$ cat config.mk
export PLATFORM = sky130hd
export DESIGN_NAME = phase_cmd_parser
export DESIGN_NICKNAME = d
export VERILOG_FILES = /design/src/rtl/phase_cmd_parser.sv
export SDC_FILE = /design/constraint.sdc
export NUM_CORES = 1
export LEC_CHECK = 0
export ABC_AREA = 1
export CORE_MARGIN = 1
export CORE_UTILIZATION = 47
export CTS_CLUSTER_SIZE = 20
export DETAILED_ROUTE_END_ITERATION = 16
export GPL_ROUTABILITY_DRIVEN = 0
export MAX_ROUTING_LAYER = met4
export PLACE_DENSITY_LB_ADDON = 0.12
export SYNTH_ARGS = -nofsm -noshare
export SYNTH_HDL_FRONTEND = slang
export SYNTH_SLANG_ARGS = --single-unit
$ cat constraint.sdc
create_clock -name clk -period 1.55 [get_ports clk]
set_input_delay 0.31 -clock clk [delete_from_list [all_inputs] [get_ports clk]]
set_output_delay 0.31 -clock clk [all_outputs]
set_load 0.01 [all_outputs]
$ cat src/rtl/phase_cmd_parser.sv
// phase_cmd_parser: decodes host byte packets from the RX FIFO into phase register writes and commit strobes.
//   clk, rst_n       : clock, asynchronous active-low reset
//   enable           : allows a new packet to start (ignored mid-packet)
//   rxfifo_empty     : RX FIFO empty flag
//   rxfifo_rdreq     : RX FIFO pop, data returned one cycle later on rxfifo_data
//   rxfifo_data      : RX FIFO read data
//   sync_tick        : transducer period boundary strobe
//   phase_we/_addr/_wdata : shadow phase register write port
//   commit           : shadow phases become active
//   busy             : parser is inside a packet
//   err_count        : malformed packet count, saturating at 255
module phase_cmd_parser #(
    parameter int NUM_CHANNELS = 4,
    parameter int ADDR_W       = (NUM_CHANNELS > 1) ? $clog2(NUM_CHANNELS) : 1
) (
    input  logic              clk,
    input  logic              rst_n,
    input  logic              enable,
    input  logic              rxfifo_empty,
    output logic              rxfifo_rdreq,
    input  logic [7:0]        rxfifo_data,
    input  logic              sync_tick,
    output logic              phase_we,
    output logic [ADDR_W-1:0] phase_addr,
    output logic [7:0]        phase_wdata,
    output logic              commit,
    output logic              busy,
    output logic [7:0]        err_count
);

    typedef enum logic [2:0] {
        IDLE, CMD_CAP, ADDR_RD, ADDR_CAP, PHASE_RD, PHASE_CAP, COMMIT_WAIT
    } state_t;

    state_t              state_q, state_d;
    logic                run_q;
    logic [7:0]          addr_q, addr_d;
    logic                we_q, we_d;
    logic [ADDR_W-1:0]   paddr_q, paddr_d;
    logic [7:0]          wdata_q, wdata_d;
    logic                commit_q, commit_d;
    logic [7:0]          err_q, err_d;
    logic                err_inc;
    logic                addr_ok;

    // run_q holds off the first pop until one clock edge has passed with reset released.
    always_ff @(posedge clk or negedge rst_n) begin
        if (!rst_n) begin
            state_q  <= IDLE;
            run_q    <= 1'b0;
            addr_q   <= '0;
            we_q     <= 1'b0;
            paddr_q  <= '0;
            wdata_q  <= '0;
            commit_q <= 1'b0;
            err_q    <= '0;
        end else begin
            state_q  <= state_d;
            run_q    <= 1'b1;
            addr_q   <= addr_d;
            we_q     <= we_d;
            paddr_q  <= paddr_d;
            wdata_q  <= wdata_d;
            commit_q <= commit_d;
            err_q    <= err_d;
        end
    end

    assign addr_ok = ({24'd0, addr_q} < NUM_CHANNELS);

    always_comb begin
        // The pop must see this cycle's empty flag to never underflow the FIFO, so it is not registered.
        rxfifo_rdreq = run_q && !rxfifo_empty &&
                       ((state_q == IDLE && enable) || state_q == ADDR_RD || state_q == PHASE_RD);
        state_d  = state_q;
        addr_d   = addr_q;
        we_d     = 1'b0;
        paddr_d  = paddr_q;
        wdata_d  = wdata_q;
        commit_d = 1'b0;
        err_inc  = 1'b0;
        case (state_q)
            IDLE:     state_d = rxfifo_rdreq ? CMD_CAP : IDLE;
            CMD_CAP: begin
                state_d = (rxfifo_data == 8'h01) ? ADDR_RD :
                          (rxfifo_data == 8'h02) ? COMMIT_WAIT : IDLE;
                err_inc = (rxfifo_data != 8'h01) && (rxfifo_data != 8'h02);
            end
            ADDR_RD:  state_d = rxfifo_rdreq ? ADDR_CAP : ADDR_RD;
            ADDR_CAP: begin
                addr_d  = rxfifo_data;
                state_d = PHASE_RD;
            end
            PHASE_RD: state_d = rxfifo_rdreq ? PHASE_CAP : PHASE_RD;
            PHASE_CAP: begin
                // The phase byte has already been consumed; an out-of-range address only counts as an error.
                we_d    = addr_ok;
                paddr_d = addr_ok ? addr_q[ADDR_W-1:0] : paddr_q;
                wdata_d = addr_ok ? rxfifo_data : wdata_q;
                err_inc = !addr_ok;
                state_d = IDLE;
            end
            COMMIT_WAIT: begin
                commit_d = sync_tick;
                state_d  = sync_tick ? IDLE : COMMIT_WAIT;
            end
            default:  state_d = IDLE;
        endcase
        err_d = (err_inc && err_q != 8'hFF) ? err_q + 8'd1 : err_q;
    end

    assign busy        = (state_q != IDLE);
    assign phase_we    = we_q;
    assign phase_addr  = paddr_q;
    assign phase_wdata = wdata_q;
    assign commit      = commit_q;
    assign err_count   = err_q;

endmodule
Word level (Yosys, flattened, before mapping)
Index checks and enable logic that the tools add are counted.
{"block": "op_classes", "mul": 0, "n_eq_ne": 11, "shifts": 0, "div": 0, "reduce_logical": 12, "addsub": 1, "order_cmp": 1, "n_mux": 10, "n_bitwise": 0}
{"operator": "one-hot mux 3 bit (6 select lines)", "count": 1}
{"operator": "equality test 3 bit, second input constant", "count": 3}
{"operator": "two-way mux 3 bit", "count": 3}
{"operator": "adder 8 x 1 -> 8 bit, second input constant", "count": 1}
{"operator": "equality test 8 x 1 -> 1 bit, second input constant", "count": 1}
{"operator": "equality test 8 x 2 -> 1 bit, second input constant", "count": 1}
{"operator": "< comparator 8 x 3 -> 1 bit, second input constant", "count": 1}
{"operator": "inequality test 8 x 1 -> 1 bit, second input constant", "count": 1}
{"operator": "inequality test 8 x 2 -> 1 bit, second input constant", "count": 1}
{"operator": "inequality test 8 bit, second input constant", "count": 1}
{"operator": "equality test 3 x 2 -> 1 bit, second input constant", "count": 2}
{"operator": "logical AND 1 bit", "count": 5}
{"operator": "two-way mux 1 bit", "count": 5}
{"operator": "equality test 3 x 1 -> 1 bit, second input constant", "count": 1}
{"operator": "zero test 3 bit", "count": 1}
{"operator": "nonzero test 3 bit", "count": 1}
{"operator": "zero test 1 bit", "count": 2}
{"operator": "logical OR 1 bit", "count": 2}
{"operator": "one-hot mux 1 bit (2 select lines)", "count": 1}
{"operator": "AND reduction 2 bit", "count": 1}
{"block": "word_totals", "romBits": 0, "output_inout_bits": 22, "inputBits": 13, "memories": 0, "mem_bits_rw": 0, "latchBits": 0, "wordCells": 43, "regBits": 32}

Logic depth before layout (Yosys ltp)
{"block": "logic_depth", "depth_word": 7, "ltp_mapped": 9, "ltp_nobuf": 9}

Worst setup path before layout
OpenSTA, ideal clock, no wires.
{"block": "synth_timing", "path_type": "register -> register", "start": "register err_q[0] (netlist: err_count[0])", "end": "register err_q[3] (netlist: err_count[3])", "slack_ps": 220, "path_stages_with_launch": 8, "t_arrival_ps": 1265, "setup_ps": 65, "t_required_ps": 1485, "n_path_buf": 0, "path_cell_list": "dfrtp_1 -> ha_1 -> nand3_2 -> nor2_2 -> nand3_4 -> nand2_4 -> nand2_1 -> nand2_1"}
{"block": "synth_between", "elab_chain_len": 2}
{"item": "from (decl)", "line": "42", "rtl": "logic [7:0] err_q, err_d;"}
{"item": "from (signal assigned)", "line": "65", "rtl": "err_q <= err_d;"}
{"item": "parallel branches: the longest is 2 deep, another holds adder 8 x 1 -> 8 bit"}
Parallel ways; which one is timed is not known.
A chain may end at the register's enable or synchronous reset.

Final worst setup path
{"block": "layout_timing", "start": "register state_q[1]", "end": "output port rxfifo_rdreq"}
{"block": "layout_between", "elab_chain_len": 5}
{"item": "from (decl)", "line": "35", "rtl": "state_t state_q, state_d;"}
{"item": "from (signal assigned)", "line": "58", "rtl": "state_q <= state_d;"}
{"item": "zero test 3 bit", "line": "74", "rtl": "((state_q == IDLE && enable) || state_q == ADDR_RD || state_q == PHASE_RD);"}
{"item": "logical AND 1 bit", "line": "74"}
{"item": "logical OR 1 bit", "line": "74"}
{"item": "logical OR 1 bit (*)", "line": "74"}
{"item": "logical AND 1 bit (*)", "line": "73", "rtl": "rxfifo_rdreq = run_q && !rxfifo_empty &&"}
{"item": "to (decl)", "line": "20", "rtl": "output logic rxfifo_rdreq,"}
Mark *: on every way between the ends. The rest lies on a longest branch, timed or not.

==> results_dict.tcl <==
set metrics [dict create \
    rsz0062_at_grt "true" \
    synth.avg_cell_area_um2 8.67 \
    netlist_area_um2 1540 \
    ir_drop_v 0.000612 \
    drc 0 \
    start_util 0.499 \
    hpwl_um 2180 \
    tritoncts "done" \
    violations "setup timing" \
    path_class "flop to output port" \
    grt_usage 0.216 \
    vias_per_cell 4.85 \
    slew_viol_final 0 \
    grt_max_degree 33 \
    finalWirelength_um 3240 \
    drtIter0Drc 57 \
    fin_crit_sh 1.03 \
    ff2ff_path_depth 7 \
    path_delay_family "flip-flops" \
    antenna_cells 0 \
    arrival_ps 1290 \
    placed_area_um2 2020 \
    path_cells "nor2_2 > o21ai_1 > o21ai_1 > nand2_1 > nor2_1 > buf_2" \
    seq_area_frac_synth 0.522 \
    grt_pass1_wl_um 5370 \
    cellPowerDensity_nw_per_um2 1050 \
    antenna_found_initial 0 \
    numPortBuffers 34 \
    worstPathRequired_ps 1240 \
    route.vias.total 1386 \
    drive_gt1_frac 0.236 \
    startpoint_type "flop" \
    placeableCoreArea_um2 3080 \
    cp_common_cell "o21ai_1" \
    synth_edf_count 0 \
    row_count 20 \
    clkSlewWorstSetupHoldPaths_ps 90 \
    synth.net_count 191 \
    dp.cells 269 \
    startpoint "state_q[1]" \
    setup_violations 1 \
    clockBufferDepth 2 \
    synth_seq_cells 32 \
    io_pins 35 \
    syn_to_final_growth_pct 43.0 \
    synthCells 177 \
    layout_min_cycle_time_ps 1600 \
    synthDistinctLibCells 25 \
    slowest_stage "dfrtp_1" \
    cts_max_level 2 \
    p_leak_nw 1.10 \
    path_max_fanout 3 \
    reg2reg_from "state_q[1]" \
    final_area_um2 2190 \
    clk_latency_ps 330 \
    grt_pass1_vias 1324 \
    numCtsBuffers 5 \
    hold_viol_final 0 \
    ys_warn_count 0 \
    timing.critical_path.buf_inv 1 \
    status "finished with violations" \
    end_kind "output port" \
    fin_skew_ps 8.38 \
    max_stage_delay_ps 410 \
    cts.sinks 32 \
    layout.nets 255 \
    async_flop_share 1.00 \
    die_h_um 59.2 \
    clockRootBuffer "clkbuf_4" \
    reg2reg_slack_ps 110 \
    finalNonFillerCells 286 \
    finalPower_mw 2.31 \
    dieArea_um2 3500 \
    grt-ovfl-total 0 \
    fin_ws_ps -50.3 \
    firstDrtPassIters 4 \
    ant_nets 0 \
    avgRoutedWirePerCell_um 11.3 \
    setup_tns_ps -50.3 \
    max-cap-violations 0 \
    die_width_um 59.2 \
    r2r-end "err_count[2]" \
    synth_flop_cell "dfrtp_1" \
    nFillCells 248 \
    holdWs_ps 357 \
    hold_class "input port to asynchronous set/reset pin" \
    max_freq_mhz 625 \
]
-- cell usage in the layout (no fill, tap or decap), drive strengths merged --
cell type | netlist | layout
xnor2 | 2 | 2
xor2 | 3 | 3
clkbuf | 0 | 8
dlymetal6s2s | 0 | 11
o211ai | 1 | 1
conb | 1 | 1
inv | 15 | 15
nor2 | 14 | 14
dlygate4sd2 | 0 | 7
buf | 3 | 27
nand2 | 66 | 66
dfrtp | 32 | 32
o21ai | 13 | 13
clkdlybuf4s50 | 0 | 14
nor3 | 4 | 4
a21oi | 3 | 3
nand3 | 14 | 15
nand4 | 5 | 5
ha | 1 | 1
-- metrics by stage --
| step | util | worst slack (ps) |
|---|---|---|
| 2_1_floorplan | - | 220 |
| 3_3_place_gp | 0.658 | -347 |
| 3_5_place_dp | 0.658 | -370 |
| 4_1_cts | 0.693 | -101 |
| 5_1_grt | 0.713 | -146 |
| 6_report | 0.713 | -50.3 |
-- worst register-to-register path, delay by kind of cell (launching register included) --
family	cells	cell delay (ps)
and+or+nand+nor	6	770
buffers and inverters	1	160
DFF	1	410
-- cell type report --
cell class                      count  area [um2]  share of cell area
Tap cell                           44        55.1              0.0251
Sequential cell                    32         806               0.367
Timing Repair Buffer               59         537               0.245
Inverter                           15        56.3              0.0257
Multi-Input combinational cell    128         682               0.311
Clock buffer                        8        58.8              0.0268
-- registers in the layout, summed over array words and instances, names as in the netlist --
register and cells:
err_count 8, phase_we 1, addr_q 8, phase_wdata 8, commit 1, phase_addr 2, run_q 1, state_q 3
-- worst max path at each step --
stage | slack (ps) | to | depth (start not counted)
after detailed placement | -370 | rxfifo_rdreq | 6
final | -50 | rxfifo_rdreq | 6
after global placement | -350 | rxfifo_rdreq | 6
after floorplan | 220 | err_count[3] | 7
after CTS | -100 | rxfifo_rdreq | 6
after global routing | -150 | rxfifo_rdreq | 6
-- synthesized netlist by cell type (2+ instances only) --
| cell | count | area share |
|---|---|---|
| dfrtp_1 | 32 | 0.52 |
| o21ai_2 | 3 | 0.017 |
| inv_1 | 11 | 0.027 |
| nor3_2 | 2 | 0.013 |
| nand3_2 | 2 | 0.013 |
| xor2_1 | 3 | 0.017 |
| o21ai_0 | 10 | 0.033 |
| nand3_1 | 11 | 0.036 |
| buf_6 | 3 | 0.022 |
| xnor2_1 | 2 | 0.011 |
| nand4_1 | 5 | 0.020 |
| nand2_1 | 64 | 0.16 |
| a21oi_1 | 3 | 0.0098 |
| inv_2 | 4 | 0.0098 |
| nor2_1 | 12 | 0.029 |
-- layer usage --
metal | global-route usage | part of all wire | vias to the layer above
met5 | - | 0 | -
met4 | 0.119 | 0.025 | 0
met3 | 0.0611 | 0.055 | 10
met2 | 0.351 | 0.49 | 47
met1 | 0.240 | 0.43 | 634
li1 | - | - | 695
-- repair_timing --
item,in CTS,in global routing
pin swaps,1,5
gates cloned,0,1
hold buffers,0,0
buffers inserted,8,0
resized for setup,20,17
endpoints found under the setup margin,13,20
-- power breakdown --
| group | internal [mW] | switching [mW] | total, mW |
|---|---|---|---|
| logic | 0.355 | 0.400 | 0.755 |
| registers | 0.987 | 0.0788 | 1.07 |
| clock network | 0.224 | 0.270 | 0.494 |
| total | 1.56 | 0.749 | 2.31 |
-- cells by family after synthesis --
| group | synth area share |
|---|---|
| and+or+nand+nor | 0.316 |
| DFF | 0.522 |
| buffers and inverters | 0.0587 |
| AOI/OAI and AO/OA | 0.0644 |
| xor gates and xnor gates | 0.0285 |
| adders and majority gates | 0.00815 |
| other | 0.00244 |
(Power assumes the default switching activity.)
